<file path="config.mk">
export PLATFORM = sky130hd
export DESIGN_NAME = mtr_drv_gen2
export DESIGN_NICKNAME = d
export VERILOG_FILES = /design/src/rtl/mtr_drv_gen2.sv
export SDC_FILE = /design/constraint.sdc
export NUM_CORES = 1
export LEC_CHECK = 0
export BUFFER_PORTS_ARGS = -buffer_cell sky130_fd_sc_hd__buf_2
export CAP_MARGIN = 10
export CORE_MARGIN = 4
export CORE_UTILIZATION = 50
export DETAILED_ROUTE_END_ITERATION = 10
export PLACE_DENSITY_LB_ADDON = 0.2
export SETUP_SLACK_MARGIN = 0.4
export SYNTH_ARGS = -nofsm -noshare
export SYNTH_HDL_FRONTEND = slang
export SYNTH_SLANG_ARGS = --single-unit
</file>
<file path="constraint.sdc">
create_clock -name clk -period 6.5 [get_ports clk]
set_clock_uncertainty 0.1 [all_clocks]
set_input_delay 0.975 -clock clk [delete_from_list [all_inputs] [get_ports clk]]
set_output_delay 0.975 -clock clk [all_outputs]
set_load 0.01 [all_outputs]
</file>
<file path="src/rtl/mtr_drv_gen2.sv">
// Purpose: N-phase half-bridge gate driver with a shared PWM, per-phase dead time and latched fault shutdown.
// Latency: gates follow the registered PWM one cycle later plus DEAD_CYC cycles on every request change; fault blanks gates one cycle after flt.
// Backpressure: none; free-running, inputs are sampled every cycle.
//
// Ports:
//   clk       in   system clock
//   rst_n     in   asynchronous active-low reset
//   duty      in   PWM_W   requested duty, moved into the shadow register at period wrap
//   sel       in   2*NUM_PH per-phase mode, phase i = sel[2i+1:2i] (00 coast, 01 inv, 10 fwd, 11 brake)
//   en        in   0 forces every phase to coast
//   flt       in   fault request, active high
//   flt_clr   in   clears the latched fault when flt is low
//   high/low  out  NUM_PH  high/low-side gate per phase
//   pwm_sync  out  1-cycle pulse on the first cycle of each PWM period
//   flt_lat   out  latched fault status
`timescale 1ns/1ps
module mtr_drv_gen2 #(
  parameter int PWM_W    = 11,
  parameter int NUM_PH   = 3,
  parameter int DEAD_CYC = 32
) (
  input  logic                  clk,
  input  logic                  rst_n,
  input  logic [PWM_W-1:0]      duty,
  input  logic [2*NUM_PH-1:0]   sel,
  input  logic                  en,
  input  logic                  flt,
  input  logic                  flt_clr,
  output logic [NUM_PH-1:0]     high,
  output logic [NUM_PH-1:0]     low,
  output logic                  pwm_sync,
  output logic                  flt_lat
);

  localparam int               DCW     = $clog2(DEAD_CYC + 1);
  localparam logic [PWM_W-1:0] CNT_MAX = '1;
  localparam logic [DCW-1:0]   DC_LOAD = DCW'(DEAD_CYC);

  logic [PWM_W-1:0] r_cnt;
  logic [PWM_W-1:0] r_duty_sh;
  logic             r_pwm;
  logic             r_sync;
  logic             r_flt_lat;
  logic [PWM_W-1:0] w_cnt_next;
  logic [PWM_W-1:0] w_duty_sh_next;

  assign w_cnt_next     = r_cnt + PWM_W'(1);
  // The shadow only takes a new duty on the last cycle of a period, so a
  // duty write can never cut a running period short or stretch it.
  assign w_duty_sh_next = (r_cnt == CNT_MAX) ? duty : r_duty_sh;

  // pwm and pwm_sync are computed from next-state values so that, once
  // registered, they line up with the cycle in which r_cnt holds that count.
  always_ff @(posedge clk or negedge rst_n) begin
    if (!rst_n) begin
      r_cnt     <= '0;
      r_duty_sh <= '0;
      r_pwm     <= 1'b0;
      r_sync    <= 1'b0;
    end else begin
      r_cnt     <= w_cnt_next;
      r_duty_sh <= w_duty_sh_next;
      r_pwm     <= (w_cnt_next < w_duty_sh_next);
      r_sync    <= (w_cnt_next == '0);
    end
  end

  // Fault has priority over clear.
  always_ff @(posedge clk or negedge rst_n) begin
    if (!rst_n) begin
      r_flt_lat <= 1'b0;
    end else if (flt) begin
      r_flt_lat <= 1'b1;
    end else if (flt_clr) begin
      r_flt_lat <= 1'b0;
    end
  end

  assign pwm_sync = r_sync;
  assign flt_lat  = r_flt_lat;

  for (genvar g = 0; g < NUM_PH; g++) begin : g_ph
    logic [1:0]     w_mode;
    logic           w_hi_rq;
    logic           w_lo_rq;
    logic           w_gate_ok;
    logic           r_hi_q;
    logic           r_lo_q;
    logic [DCW-1:0] r_dc;

    assign w_mode = (en && !r_flt_lat) ? sel[2*g+1:2*g] : 2'b00;

    always_comb begin
      w_hi_rq = 1'b0;
      w_lo_rq = 1'b0;
      case (w_mode)
        2'b01:   begin w_hi_rq = ~r_pwm; w_lo_rq = r_pwm;  end
        2'b10:   begin w_hi_rq = r_pwm;  w_lo_rq = ~r_pwm; end
        2'b11:   begin w_lo_rq = r_pwm;                    end
        default: begin                                     end
      endcase
    end

    // Any change of request (including towards off) restarts the full dead
    // time; the copy tracks the request immediately, the gates wait for dc.
    always_ff @(posedge clk or negedge rst_n) begin
      if (!rst_n) begin
        r_hi_q <= 1'b0;
        r_lo_q <= 1'b0;
        r_dc   <= '0;
      end else if ({w_hi_rq, w_lo_rq} != {r_hi_q, r_lo_q}) begin
        r_hi_q <= w_hi_rq;
        r_lo_q <= w_lo_rq;
        r_dc   <= DC_LOAD;
      end else if (r_dc != '0) begin
        r_dc   <= r_dc - DCW'(1);
      end
    end

    // The latched fault blanks the gates directly so shutdown does not wait
    // for the dead-time counter; a shoot-through pair is never passed on.
    assign w_gate_ok = (r_dc == '0) && !r_flt_lat && !(r_hi_q && r_lo_q);
    assign high[g]   = r_hi_q & w_gate_ok;
    assign low[g]    = r_lo_q & w_gate_ok;
  end

endmodule

</file>
# == Yosys cells after proc, flatten, opt, wreduce, memory -nomap -nowiden ==
# Index checks and enable logic that the tools add are counted.
# op_classes
n_mux,18
bitwise,7
eq_ne,13
n_reduce_logical,28
order_cmp,1
addsub,4
# ops
cell,count
6-bit two-way mux,6
6-bit zero test,3
6-bit nonzero test,3
6-bit by 1-bit subtractor with 6-bit output (second input constant),3
2-bit equality test (second input constant),6
1-bit one-hot mux with 2 select lines,6
11-bit by 1-bit adder with 11-bit output (second input constant),1
11-bit equality test (second input constant),1
11-bit zero test,1
11-bit less-than comparator,1
11-bit two-way mux,1
1-bit logical AND,10
2-bit nonzero test,4
1-bit bitwise AND,6
2-bit by 1-bit equality test with 1-bit output (second input constant),3
2-bit two-way mux,3
2-bit != test,3
2-bit OR reduction,3
1-bit zero test,4
1-bit two-way mux,2
1-bit NOT,1
# totals
reg_bits,49
wordCells,85
output_inout_bits,8
input_bits,22

# == Depth between registers and ports, before layout ==
# logic_depth
depth_word,8
depth_mapped,11
ltp_nobuf,10

# == Worst setup path after synthesis ==
# OpenSTA, ideal clock, no wires.
# synth_timing
kind,flip-flop to output port
from,reg g_ph[1].r_dc[0]
to,out high[1]
n_path_buf,1
t_arrival_ns,1.600
stages_incl_launch_ff,7
slack_ns,3.825
required_time_ns,5.425
path_cell_list,dfrtp_1 -> inv_1 -> ha_1 -> nand2b_1 -> or4_1 -> clkbuf_1 -> nor3b_1
# synth_via
elab_chain_len,4
# synth_lines
element,line,rtl
start: declaration,89,logic [DCW-1:0] r_dc;
start signal: assignment,116,r_dc <= r_dc - DCW'(1);
6-bit zero test,122,assign w_gate_ok = (r_dc == '0) && !r_flt_lat && !(r_hi_q && r_lo_q);
1-bit logical AND (2 in a row),122,
1-bit bitwise AND,123,assign high[g] = r_hi_q & w_gate_ok;
end: declaration,29,"output logic [NUM_PH-1:0] high,"
# Every way passes these cells.

# == Worst setup path after layout ==
# Ends and elaborated chain as after synthesis.

==> metrics.txt <==
synthesis warning total=0; max-capacitance violation count=0; overall die area=a little under 7000 sq um; clock sinks=49; maximum buffer depth of the clock tree=2; number of nets in the finished design=341; number of I/O pins=30; relative max-transition margin=0.595; aggregate routed wire length=5460 um; path class of the lowest-slack min-delay path=reg2reg; cell types occupying the most area after synthesis=dfrtp_1, ha_1, mux2i_1, nor2b_1, nor2_1; Pleak=~0.0015 uW; IR drop worst, VDD=0.140 mV; net count after synthesis=311; endpoint type of the worst setup path=output pin; die width=approximately 83 um; total DRC errors in the routed layout=0; top cell types by occurrence after synthesis=dfrtp_1, nor2_1, inv_1, nor2b_1; total track usage=0.169; global-route layer with the greatest usage=met2; global routing met2 resource utilization=0.284; pin count of the biggest net entering global routing=50; P&R area growth vs syn=10.7%; core region area=5510 sq um; number of hold-slack violations in the final timing report=0; post-route setup TNS=0 ns; leading cell type by number of instances after synthesis=dfrtp_1; overall via count from detail_route=2116; data required time of the critical path=5.42 ns; Diodes inserted=0; number of cell rows=27; netlist area before placement=2840 sq um; Starting Density=0.515; Critical Setup Path Class=reg2out; Cell Pwr Density=between 200 and 300 nW/um^2; leading register cell type out of synthesis=dfrtp_1; WP data arrival=2.07 ns; share of synthesized registers carrying an async set or reset=1.00; gate count after technology mapping=around 280; setup slack of the critical path after layout=3.36 ns; count of endpoints failing setup in the final report=0; worst setup timing slack at the placement stage=approximately 3.6 ns; count of routing violations after the opening detailed-route iteration=~110; Clock Root Buffer=clkbuf_8; H-tree depth reported by CTS=2; TritonCTS clock tree=built; met1 usage=0.225; total clock buffers created by CTS=5; wire length of the first global-routing pass=about 9700 um; initial antenna violation count=0; total half-perimeter wirelength after legalization and detailed placement=4120 um; clock latency at the later pin of the worst-skew pair=approximately 0.3 ns; pin slew with the least headroom to its limit=0.608 ns; Netlist cell types=52; fraction of layout cells with a size suffix above 1=0.170; number of global-route vias before repair=2105; startpoint kind of the worst setup timing path=flop; clock slew at reported path FFs=0.10 ns; count of flip-flops with a built-in enable after synthesis=0; maximum clock frequency=318 MHz; Mean Syn Cell Area=around 10 sq um; Min Hold Slack=0.393 ns; Pre-antenna DRT Iters=4; post-layout minimum cycle time=between 3 and 4 ns; portion of the clock cycle consumed by the worst path in the final layout=0.484; buffers inserted by post-CTS timing repair=0; setup repair after global routing missed its margin=false; post-detailed-route wirelength per cell=about 14 um; Synth top area share=0.432; share of synthesized area occupied by flip-flops and latches=0.432; final core utilization=0.570; I/O Buffers=29; global placer's final weighted congestion=0.794; number of max-slew violations in the final report=0; largest fanout of any net on the critical path=7; run status=finished clean; via density per instance=5.60; number of buffers inserted by hold repair at cts=0; GR Util met3=0.0327; cell taking the most area after synthesis=dfrtp_1; Synth Register Bits=between 40 and 50; vertical extent of the die=83.3 um; overall overflow remaining after global route=0; post-detailed-route count of antenna-violating nets=0; total of cells resized after clock tree synthesis=0
layout by cell type (no fill, tap or decap), types with 5 or more instances in the layout:
cell type	synthesis	layout
and3_1	5	5
a21o_1	5	5
ha_1	14	14
nand4_1	7	7
xnor2_1	9	9
nor2b_1	17	17
buf_2	1	29
nand3_1	6	6
xor2_1	5	5
or3_1	5	5
nor3_1	5	5
mux2i_1	14	14
a21oi_1	14	14
nand2_1	11	11
nor2_1	22	22
dfrtp_1	49	49
clkbuf_8	0	5
inv_1	21	21
and4_1	5	5
worst max-delay path, cell delays in order, from the launching register on:
cell and delay, ns:
dfrtp_1 0.42, inv_1 0.09, ha_1 0.21, nand2b_1 0.08, or4_1 0.56, nor3b_1 0.24, buf_2 0.16
final timing paths:
| kind | from | end | slack (ns) | depth (start not counted) |
|---|---|---|---|---|
| max in group asynchronous | rst_n | g_ph[0].r_dc[1] | 5.22 | 2 |
| worst max register to register | r_cnt[0] | r_pwm | 3.56 | 9 |
| worst min-delay path | r_duty_sh[4] | r_duty_sh[4] | 0.39 | 2 |
| worst min register to register | r_duty_sh[4] | r_duty_sh[4] | 0.39 | 2 |
| min in group asynchronous | rst_n | g_ph[1].r_dc[5] | 0.66 | 2 |
| worst max-delay path | g_ph[1].r_dc[0] | high[1] | 3.36 | 6 |
report_power, final:
group          total [uW]  internal, uW  switching [uW]
registers             403           358            44.9
logic                 232           112             121
clock network         219           115             104
total                 855           585             270
cell type report:
type	count	area [sq um]
flip-flops and latches	49	1230
repair buffers	30	153
multi-input cells	198	1480
inverters	21	78.8
clock buffers	5	68.8
clock inverters	3	46.3
fillers	491	2370
well taps	72	90.1
registers in the layout, summed over array words and instances (netlist names):
register     count
r_pwm            1
flt_lat          1
r_duty_sh       11
r_cnt           11
g_ph.r_dc       18
pwm_sync         1
g_ph.r_hi_q      3
g_ph.r_lo_q      3
through the flow:
stage / instances / power (uW) / cell area (sq um)
after floorplan: 275 / 584 / 2840
after global placement: 370 / 632 / 3020
after detailed placement: 370 / 645 / 3020
after CTS: 378 / 865 / 3140
after global routing: 378 / 922 / 3140
final: 378 / 855 / 3140
metal layers:
metal / routed length, um / share of wire
met1: 2620 / 0.48
met2: 2570 / 0.47
met3: 218 / 0.040
met4: 46 / 0.0084
met5: 0 / 0
kinds of logic after synthesis:
logic type	share of synthesized area
compound gates	0.130
simple gates	0.224
fa+ha+maj	0.0618
buf+inv	0.0468
flops	0.432
mux	0.0613
xor+xnor	0.0432
No activity file was read; power rests on OpenSTA's default activity.
